==> config.mk <==
export PLATFORM = sky130hd
export DESIGN_NAME = riscv_commit_tracer_flat
export DESIGN_NICKNAME = d
export VERILOG_FILES = /design/src/rtl/riscv_commit_tracer_if.sv /design/src/rtl/riscv_commit_tracer.sv /design/src/flat_wrapper.sv
export SDC_FILE = /design/constraint.sdc
export NUM_CORES = 2
export LEC_CHECK = 0
export BUFFER_PORTS_ARGS = -buffer_cell sky130_fd_sc_hd__buf_2
export CORE_ASPECT_RATIO = 1.5
export CORE_UTILIZATION = 42
export DETAILED_ROUTE_END_ITERATION = 8
export PLACE_DENSITY_LB_ADDON = 0.08
export SKIP_LAST_GASP = 1
export SLEW_MARGIN = 20
export SYNTH_ARGS = -nofsm -noshare
export SYNTH_HDL_FRONTEND = slang
export SYNTH_SLANG_ARGS = --single-unit
==> constraint.sdc <==
create_clock -name clk -period 8.7 [get_ports clk]
set_input_delay 1.305 -clock clk [delete_from_list [all_inputs] [get_ports clk]]
set_output_delay 1.305 -clock clk [all_outputs]
set_load 0.01 [all_outputs]
==> src/rtl/riscv_commit_tracer_if.sv <==
// Retirement tap and trace stream bus for riscv_commit_tracer.
// With COMMIT_TRACE_TSTAMP_EN defined the record carries a 32-bit cycle stamp in its MSBs.
interface riscv_commit_tracer_if #(
    parameter int unsigned DMEM_AW = 8
);
`ifdef COMMIT_TRACE_TSTAMP_EN
    localparam int unsigned TRACE_W = 32 + 32 + 1 + 5 + 32 + 1 + DMEM_AW + 32;
`else
    localparam int unsigned TRACE_W = 32 + 1 + 5 + 32 + 1 + DMEM_AW + 32;
`endif

    logic                retire_valid;
    logic [31:0]         retire_pc;
    logic [31:0]         retire_instr;
    logic                rd_we;
    logic [4:0]          rd_addr;
    logic [31:0]         rd_data;
    logic                mem_we;
    logic [DMEM_AW-1:0]  mem_addr;
    logic [31:0]         mem_wdata;
    logic                trace_valid;
    logic                trace_ready;
    logic [TRACE_W-1:0]  trace_data;

    // Core/sink side
    modport master (
        output retire_valid, retire_pc, retire_instr, rd_we, rd_addr, rd_data,
               mem_we, mem_addr, mem_wdata, trace_ready,
        input  trace_valid, trace_data
    );

    // Tracer side
    modport slave (
        input  retire_valid, retire_pc, retire_instr, rd_we, rd_addr, rd_data,
               mem_we, mem_addr, mem_wdata, trace_ready,
        output trace_valid, trace_data
    );
endinterface

==> src/rtl/riscv_commit_tracer.sv <==
// Commit tracer: canonicalises retired instructions into records, buffers them in a FIFO
// and streams them out; optional cycle stamp field under COMMIT_TRACE_TSTAMP_EN.
module riscv_commit_tracer #(
    parameter int unsigned DEPTH      = 16,
    parameter int unsigned DMEM_AW    = 8,
    parameter logic [31:0] HALT_INSTR = 32'h00000063
) (
    input  logic                  clk,
    input  logic                  rst_n,
    input  logic                  trace_en,
    input  logic                  clear,
    riscv_commit_tracer_if.slave  bus,
    output logic [31:0]           retired_cnt,
    output logic [15:0]           drop_cnt,
    output logic                  overflow,
    output logic                  halted
);
    localparam int unsigned PTR_W = (DEPTH > 1) ? $clog2(DEPTH) : 1;
    localparam int unsigned CNT_W = PTR_W + 1;

    typedef struct packed {
`ifdef COMMIT_TRACE_TSTAMP_EN
        logic [31:0]        tstamp;
`endif
        logic [31:0]        mem_wdata;
        logic [DMEM_AW-1:0] mem_addr;
        logic               mem_we;
        logic [31:0]        rd_data;
        logic [4:0]         rd_addr;
        logic               rd_we;
        logic [31:0]        pc;
    } rec_t;

    rec_t             mem [DEPTH];
    rec_t             rec_c;
    rec_t             head_q;
    rec_t             head_next;
    logic [PTR_W-1:0] rd_ptr, wr_ptr, rd_ptr_next;
    logic [CNT_W-1:0] count, count_next;
    logic             valid_q;
    logic             capture, full, push, pop, drop;
`ifdef COMMIT_TRACE_TSTAMP_EN
    logic [31:0]      tstamp_q;
`endif

    // Canonical record: writes to x0 and non-store cycles carry no payload
    always_comb begin
        rec_c    = '0;
        rec_c.pc = bus.retire_pc;
        if (bus.rd_we && bus.rd_addr != 5'd0) begin
            rec_c.rd_we   = 1'b1;
            rec_c.rd_addr = bus.rd_addr;
            rec_c.rd_data = bus.rd_data;
        end
        if (bus.mem_we) begin
            rec_c.mem_we    = 1'b1;
            rec_c.mem_addr  = bus.mem_addr;
            rec_c.mem_wdata = bus.mem_wdata;
        end
`ifdef COMMIT_TRACE_TSTAMP_EN
        rec_c.tstamp = tstamp_q;
`endif
    end

    // FIFO control; head register is preloaded so the output stays purely registered
    always_comb begin
        capture     = bus.retire_valid & trace_en & ~halted & ~clear;
        full        = (count == CNT_W'(DEPTH));
        pop         = valid_q & bus.trace_ready & ~clear;
        push        = capture & (~full | pop);
        drop        = capture & full & ~pop;
        rd_ptr_next = pop ? rd_ptr + PTR_W'(1) : rd_ptr;
        count_next  = count + CNT_W'(push) - CNT_W'(pop);
        if (count_next == '0)
            head_next = '0;
        else if (push && count == CNT_W'(pop))
            head_next = rec_c;
        else
            head_next = mem[rd_ptr_next];
    end

    always_ff @(posedge clk) begin
        if (push) mem[wr_ptr] <= rec_c;
    end

    always_ff @(posedge clk or negedge rst_n) begin
        if (!rst_n) begin
            rd_ptr  <= '0;
            wr_ptr  <= '0;
            count   <= '0;
            valid_q <= 1'b0;
            head_q  <= '0;
        end else if (clear) begin
            rd_ptr  <= '0;
            wr_ptr  <= '0;
            count   <= '0;
            valid_q <= 1'b0;
            head_q  <= '0;
        end else begin
            rd_ptr  <= rd_ptr_next;
            if (push) wr_ptr <= wr_ptr + PTR_W'(1);
            count   <= count_next;
            valid_q <= (count_next != '0);
            head_q  <= head_next;
        end
    end

    // Retirement, drop and halt bookkeeping
    always_ff @(posedge clk or negedge rst_n) begin
        if (!rst_n) begin
            retired_cnt <= '0;
            drop_cnt    <= '0;
            overflow    <= 1'b0;
            halted      <= 1'b0;
        end else if (clear) begin
            retired_cnt <= '0;
            drop_cnt    <= '0;
            overflow    <= 1'b0;
            halted      <= 1'b0;
        end else begin
            if (bus.retire_valid) retired_cnt <= retired_cnt + 32'd1;
            if (drop) begin
                overflow <= 1'b1;
                if (drop_cnt != 16'hFFFF) drop_cnt <= drop_cnt + 16'd1;
            end
            if (capture && bus.retire_instr == HALT_INSTR) halted <= 1'b1;
        end
    end

`ifdef COMMIT_TRACE_TSTAMP_EN
    always_ff @(posedge clk or negedge rst_n) begin
        if (!rst_n)     tstamp_q <= '0;
        else if (clear) tstamp_q <= '0;
        else            tstamp_q <= tstamp_q + 32'd1;
    end
`endif

    assign bus.trace_valid = valid_q;
    assign bus.trace_data  = head_q;
endmodule

==> src/flat_wrapper.sv <==
// flat-port wrapper written by rule: the top's interface ports become plain ports
module riscv_commit_tracer_flat 
#(
    parameter int unsigned DEPTH      = 16,
    parameter int unsigned DMEM_AW    = 8,
    parameter logic [31:0] HALT_INSTR = 32'h00000063
)
  (clk, rst_n, trace_en, clear, retired_cnt, drop_cnt, overflow, halted, bus_retire_valid, bus_retire_pc, bus_retire_instr, bus_rd_we, bus_rd_addr, bus_rd_data, bus_mem_we, bus_mem_addr, bus_mem_wdata, bus_trace_ready, bus_trace_valid, bus_trace_data);
  riscv_commit_tracer_if #(.DMEM_AW(DMEM_AW)) bus_i ();
  input  logic clk;
  input  logic rst_n;
  input  logic trace_en;
  input  logic clear;
  output logic [31:0] retired_cnt;
  output logic [15:0] drop_cnt;
  output logic overflow;
  output logic halted;
  input wire logic [$bits(bus_i.retire_valid)-1:0] bus_retire_valid;
  input wire logic [$bits(bus_i.retire_pc)-1:0] bus_retire_pc;
  input wire logic [$bits(bus_i.retire_instr)-1:0] bus_retire_instr;
  input wire logic [$bits(bus_i.rd_we)-1:0] bus_rd_we;
  input wire logic [$bits(bus_i.rd_addr)-1:0] bus_rd_addr;
  input wire logic [$bits(bus_i.rd_data)-1:0] bus_rd_data;
  input wire logic [$bits(bus_i.mem_we)-1:0] bus_mem_we;
  input wire logic [$bits(bus_i.mem_addr)-1:0] bus_mem_addr;
  input wire logic [$bits(bus_i.mem_wdata)-1:0] bus_mem_wdata;
  input wire logic [$bits(bus_i.trace_ready)-1:0] bus_trace_ready;
  output wire logic [$bits(bus_i.trace_valid)-1:0] bus_trace_valid;
  output wire logic [$bits(bus_i.trace_data)-1:0] bus_trace_data;
  assign bus_i.retire_valid = bus_retire_valid;
  assign bus_i.retire_pc = bus_retire_pc;
  assign bus_i.retire_instr = bus_retire_instr;
  assign bus_i.rd_we = bus_rd_we;
  assign bus_i.rd_addr = bus_rd_addr;
  assign bus_i.rd_data = bus_rd_data;
  assign bus_i.mem_we = bus_mem_we;
  assign bus_i.mem_addr = bus_mem_addr;
  assign bus_i.mem_wdata = bus_mem_wdata;
  assign bus_i.trace_ready = bus_trace_ready;
  assign bus_trace_valid = bus_i.trace_valid;
  assign bus_trace_data = bus_i.trace_data;
  riscv_commit_tracer #(.DEPTH(DEPTH), .DMEM_AW(DMEM_AW), .HALT_INSTR(HALT_INSTR)) u_core (.clk(clk), .rst_n(rst_n), .trace_en(trace_en), .clear(clear), .bus(bus_i), .retired_cnt(retired_cnt), .drop_cnt(drop_cnt), .overflow(overflow), .halted(halted));
endmodule
After elaboration in Yosys (flattened, before gate mapping)
Memory sizes are Yosys's and may differ from the RTL's.
Index checks and enable logic that the tools add are counted.
{"block": "op_classes", "muxes": 22, "n_addsub": 6, "reduce_logical": 12, "eq_ne": 4, "bitwise": 13}
{"operator": "$mux 111", "n": 3}
{"operator": "$mux 32", "n": 2}
{"operator": "$mux 16", "n": 3}
{"operator": "$mux 41", "n": 1}
{"operator": "$mux 38", "n": 1}
{"operator": "$add 32x1->32 const B", "n": 1}
{"operator": "$eq 32x7->1 const B", "n": 1}
{"operator": "$add 16x1->16 const B", "n": 1}
{"operator": "$mux 4", "n": 4}
{"operator": "$ne 16x16->1 const B", "n": 1}
{"operator": "$reduce_bool 2->1", "n": 5}
{"operator": "$reduce_bool 5->1", "n": 2}
{"operator": "$add 4x1->4 const B", "n": 2}
{"operator": "$and 1x1->1", "n": 8}
{"operator": "$mux 1", "n": 7}
{"operator": "$add 5x1->5", "n": 1}
{"operator": "$eq 5x1->1", "n": 1}
{"operator": "$eq 5x5->1 const B", "n": 1}
{"operator": "$logic_not 5->1", "n": 1}
{"operator": "$mux 5", "n": 1}
{"operator": "$sub 5x1->5", "n": 1}
{"operator": "$not 1->1", "n": 4}
{"operator": "$logic_and 1x1->1", "n": 3}
{"operator": "$reduce_and 2->1", "n": 1}
{"operator": "$or 1x1->1", "n": 1}
{"block": "totals", "word_cells": 73, "mem_bits_rw": 1776, "mem_count": 1, "reg_bits": 175, "in_bits": 149}
{"memory": "u_core.mem", "depth": 16, "width": 111, "read_ports": 1, "rd_clocked_by_memory_dff": 0, "write_ports": 1, "line_no": "riscv_commit_tracer.sv:34", "rtl": "rec_t mem [DEPTH];"}

Depth between registers and ports, before layout
{"block": "depth", "depth_word": 9, "depth_mapped": 16, "ltp_nobuf": 13}

Worst setup path after synthesis
No wires, ideal clock.
{"block": "synth_timing", "kind": "input to register", "from": "in clear", "to": "mem u_core.mem[4][0] (netlist name), enable pin", "path_stages": 8, "path_slack_ns": -1.746, "t_arrival_ns": 9.729, "path_buffers": 3, "path_cell_list": "nand3b_4 buf_6 buf_4 nand3_1 and2_1 buf_2 nand2_1 nor3_1"}
{"block": "synth_between", "elab_chain_cells": 6, "word_cells_on_any_way": 7}
{"item": "start, declared", "line_no": "flat_wrapper.sv:13", "rtl": "input logic clear;"}
{"item": "$not 1->1 *", "line_no": "riscv_commit_tracer.sv:67, riscv_commit_tracer.sv:69"}
{"item": "$and 1x1->1", "line_no": "riscv_commit_tracer.sv:69", "rtl": "pop = valid_q & bus.trace_ready & ~clear;"}
{"item": "$or 1x1->1", "line_no": "riscv_commit_tracer.sv:70", "rtl": "push = capture & (~full | pop);"}
{"item": "$and 1x1->1 *", "line_no": "riscv_commit_tracer.sv:70"}
{"item": "$mux 1 *", "line_no": "riscv_commit_tracer.sv:83", "rtl": "if (push) mem[wr_ptr] <= rec_c;"}
{"item": "$mux 1 (implied by the code) *", "line_no": "riscv_commit_tracer.sv:83"}
{"item": "end, declared", "line_no": "riscv_commit_tracer.sv:34"}
Every way passes the cells marked *; elsewhere a longest branch is shown, timed or not.

Final worst setup path
{"block": "layout_timing", "from": "reg u_core.count[3]", "to": "reg u_core.head_q (netlist bit u_core.bus.trace_data[40])"}
{"block": "layout_between", "elab_chain_cells": 9, "word_cells_on_any_way": 12}
{"item": "start, declared", "line_no": "riscv_commit_tracer.sv:39", "rtl": "logic [CNT_W-1:0] count, count_next;"}
{"item": "start signal, assigned", "line_no": "riscv_commit_tracer.sv:102", "rtl": "count <= count_next;"}
{"item": "$eq 5x5->1", "line_no": "riscv_commit_tracer.sv:68", "rtl": "full = (count == CNT_W'(DEPTH));"}
{"item": "$not 1->1", "line_no": "riscv_commit_tracer.sv:70"}
{"item": "$or 1x1->1", "line_no": "riscv_commit_tracer.sv:70"}
{"item": "$and 1x1->1", "line_no": "riscv_commit_tracer.sv:70"}
{"item": "$add 5x1->5", "line_no": "riscv_commit_tracer.sv:73", "rtl": "count_next = count + CNT_W'(push) - CNT_W'(pop);"}
{"item": "$sub 5x1->5", "line_no": "riscv_commit_tracer.sv:73"}
{"item": "$logic_not 5->1", "line_no": "riscv_commit_tracer.sv:74", "rtl": "if (count_next == '0)"}
{"item": "$mux 111 *", "line_no": "riscv_commit_tracer.sv:74"}
{"item": "$mux 111 *", "line_no": "riscv_commit_tracer.sv:93", "rtl": "end else if (clear) begin"}
{"item": "end signal, assigned", "line_no": "riscv_commit_tracer.sv:104", "rtl": "head_q <= head_next;"}
{"item": "end, declared", "line_no": "riscv_commit_tracer.sv:36", "rtl": "rec_t head_q;"}
Marked as above.
A chain may end at the register's enable or synchronous reset.

==> impl_metrics.tcl <==
set metrics [dict create \
    status "complete, no violations" \
    start_kind "register" \
    p_seq_frac 0.479 \
    syn2layout_area_growth_pct 11.17 \
    dieArea_um2 211500 \
    cp.required_ns 9.46 \
    yosysMostFrequentCell "edfxtp_1" \
    fin_nets 6007 \
    via_per_inst 6.676 \
    synth.top_cell.area_share 0.6057 \
    portBuffers 310 \
    powerDensity_nw_per_um2 231.4 \
    finalMaxSlewViolations 0 \
    yosys_most_used_dff "edfxtp_1" \
    finalHoldWorstSlack_ns 0.4971 \
    p_clk_frac 0.363 \
    grt_first_pass_wirelength_um 397800 \
    cts_buffers 202 \
    path_max_fanout 47 \
    post-route-period-util 0.6417 \
    grt_max_degree 204 \
    crit_type "reg2reg" \
    p_int_uw 16390 \
    synth_nets 5996 \
    die_h_um 562.7 \
    yosys.area.top_type "edfxtp_1" \
    dp_slack_ns 2.365 \
    cts_setup_buffers 0 \
    ant_nets 0 \
    cts_buffer_depth 4 \
    design_area_um2 97880 \
    swShare 0.2764 \
    clk_pin_slew_ns 0.07 \
    drt-initial-drc-count 4900 \
    ys_top_cells_by_count "edfxtp_1 (1776), mux2i_1 (846), o221ai_1 (801)" \
    synth.area.top_cells "edfxtp_1 (61%), mux2i_1 (9.6%), o221ai_1 (8.0%)" \
    grt_overflow 0 \
    clock_sinks 1951 \
    grtUsageTotal 0.2550 \
    grt_pass1_vias 58080 \
    hold_viol_final 0 \
    avgSynthCellArea_um2 15.09 \
    layout_min_cycle_time_ns 5.582 \
    ys_types 68 \
    drt_pass1_iterations 6 \
    drv_cap 0 \
    worst_pin_slew_ns 1.157 \
    drc 0 \
    cp-end-kind "register" \
    hpwlAfterDp_um 130100 \
    rsz0062_at_grt "no" \
    slew_headroom 0.2284 \
    routedWlPerCell_um 31.56 \
    fmax_mhz 179.1 \
    via_count 58790 \
    synth-edff-count 1776 \
    ctsHoldBuffers 0 \
    placed_area_um2 91770 \
    hp-class "in2async" \
    htree_levels 4 \
    cts_resized 0 \
    power.leakage_uw 0.02951 \
    ir_drop_mv 0.1590 \
    yosysWarnings 0 \
    start_util 0.4232 \
    syn-cell-area_um2 88040 \
    yosysSeqAreaShare 0.6555 \
    async_reset_ff_frac 0.08970 \
    num_rows 205 \
    finalSetupViolCount 0 \
    timing.final.ws_setup_ns 3.118 \
    comb_power_share 0.158 \
    antenna_found_initial 22 \
    drive_gt1_frac 0.1240 \
    ys_ff_latch 1951 \
    synthCells 5833 \
    wirelength_um 277900 \
    power_uw 22650 \
    cts_tree "built" \
    reg2reg_depth 15 \
    power.switching_uw 6261 \
    clk_latency_ns 0.87 \
    cp.arrival_ns 6.35 \
    ios 311 \
    core_area_um2 208000 \
    clockRootBuffer "clkbuf_16" \
    die_w_um 375.8 \
    finClkSkew_ns 0.04791 \
    globalplace.congestion 0.7287 \
    fill_cells 18010 \
]
## cell usage in the layout (no fill, tap or decap), types with 31 or more instances in the layout
cell type and count:
buf_12 31, o21ai_0 35, o21ai_1 77, xor2_1 36
and2_1 82, o22ai_1 119, clkbuf_1 65, buf_4 67
clkbuf_16 206, dfrtp_1 173, a32o_1 211, a211oi_1 106
clkinv_1 42, edfxtp_1 1776, o2bb2ai_1 111, a221oi_1 220
nor2_1 60, o221ai_1 801, mux2i_1 846, a22oi_1 212
buf_2 309, a21oi_1 114
## area by class of cell
type / instances / area (µm²) / area share
antenna: 4 / 10.01 / 0.0001023
sequential: 1951 / 57720 / 0.5897
tap: 2794 / 3496 / 0.03572
timing repair buffer: 408 / 2685 / 0.02743
inverter: 20 / 85.08 / 0.0008693
clock buffer: 285 / 5592 / 0.05713
multi-input combinational: 3261 / 27780 / 0.2839
clock inverter: 82 / 509.2 / 0.005203
## sequential cells by signal, summed over array words and instances, names as in the netlist, 4 cells and up
name / flops
u_core.wr_ptr: 4
u_core.bus.trace_data: 111
u_core.retired_cnt: 32
u_core.mem: 1776
u_core.drop_cnt: 16
u_core.rd_ptr: 4
u_core.count: 5
## worst max-delay path, cell delays in order (launching register included)
cell       delay, ns
dfrtp_1         0.39
inv_1           0.08
ha_1            0.13
nor2b_1         0.19
nand3_1         0.10
and2_1          0.28
ha_1            0.28
fa_1            0.43
a21oi_1         0.16
o21bai_1        0.09
xnor2_1         0.22
nor3_1          0.14
nor2b_4         0.83
buf_4           0.89
buf_4           0.92
o2bb2ai_1       0.20
## through the flow
stage,TNS (ns),std cells,util
6_report,0,8805,0.4705
5_1_grt,0,8803,0.4705
4_1_cts,0,8801,0.4705
3_5_place_dp,0,8434,0.4411
3_3_place_gp,0,8434,0.4411
2_1_floorplan,-775.09,5833,-
## per-layer routing
metal,wire [µm],track usage,up-vias,part of all wire
met4,7268,0.07173,2,0.026
met5,13,0,-,0.000047
li1,-,-,25160,-
met3,15710,0.03138,468,0.057
met2,136700,0.4371,1980,0.49
met1,118200,0.3391,31180,0.43
## kinds of logic (layout without fill, tap and decap cells)
kind of cell | Yosys count | in the layout | share of synthesized area
simple gates | 292 | 292 | 0.01899
buf+inv | 621 | 795 | 0.03095
compound gates | 2036 | 2036 | 0.1884
mux | 868 | 868 | 0.09900
flops | 1951 | 1951 | 0.6555
fa+ha+maj | 14 | 14 | 0.002075
other cells | 0 | 4 | 0
xor+xnor | 51 | 51 | 0.005073
## path summary, 6_finish.rpt
kind / startpoint / end / slack [ns]
worst max-delay path: u_core.count[3] / u_core.bus.trace_data[40] / 3.12
worst min-delay path: rst_n / u_core.retired_cnt[0] / 0.50
worst max register to register: u_core.count[3] / u_core.bus.trace_data[40] / 3.12
worst min register to register: u_core.overflow / u_core.overflow / 0.54
max in group asynchronous: rst_n / u_core.bus.trace_data[76] / 6.88
min in group clk: u_core.overflow / u_core.overflow / 0.54
## power by group through the flow
| stage | Clock, µW | Sequential (µW) | Combinational (µW) |
|---|---|---|---|
| after global placement | 0 | 11000 | 3530 |
| after detailed placement | 0 | 11000 | 3590 |
| final | 8230 | 10800 | 3570 |
| after global routing | 8740 | 10900 | 3840 |
| after floorplan | 0 | 10900 | 2260 |
| after CTS | 8390 | 10800 | 3590 |
No activity file was read; power rests on OpenSTA's default activity.
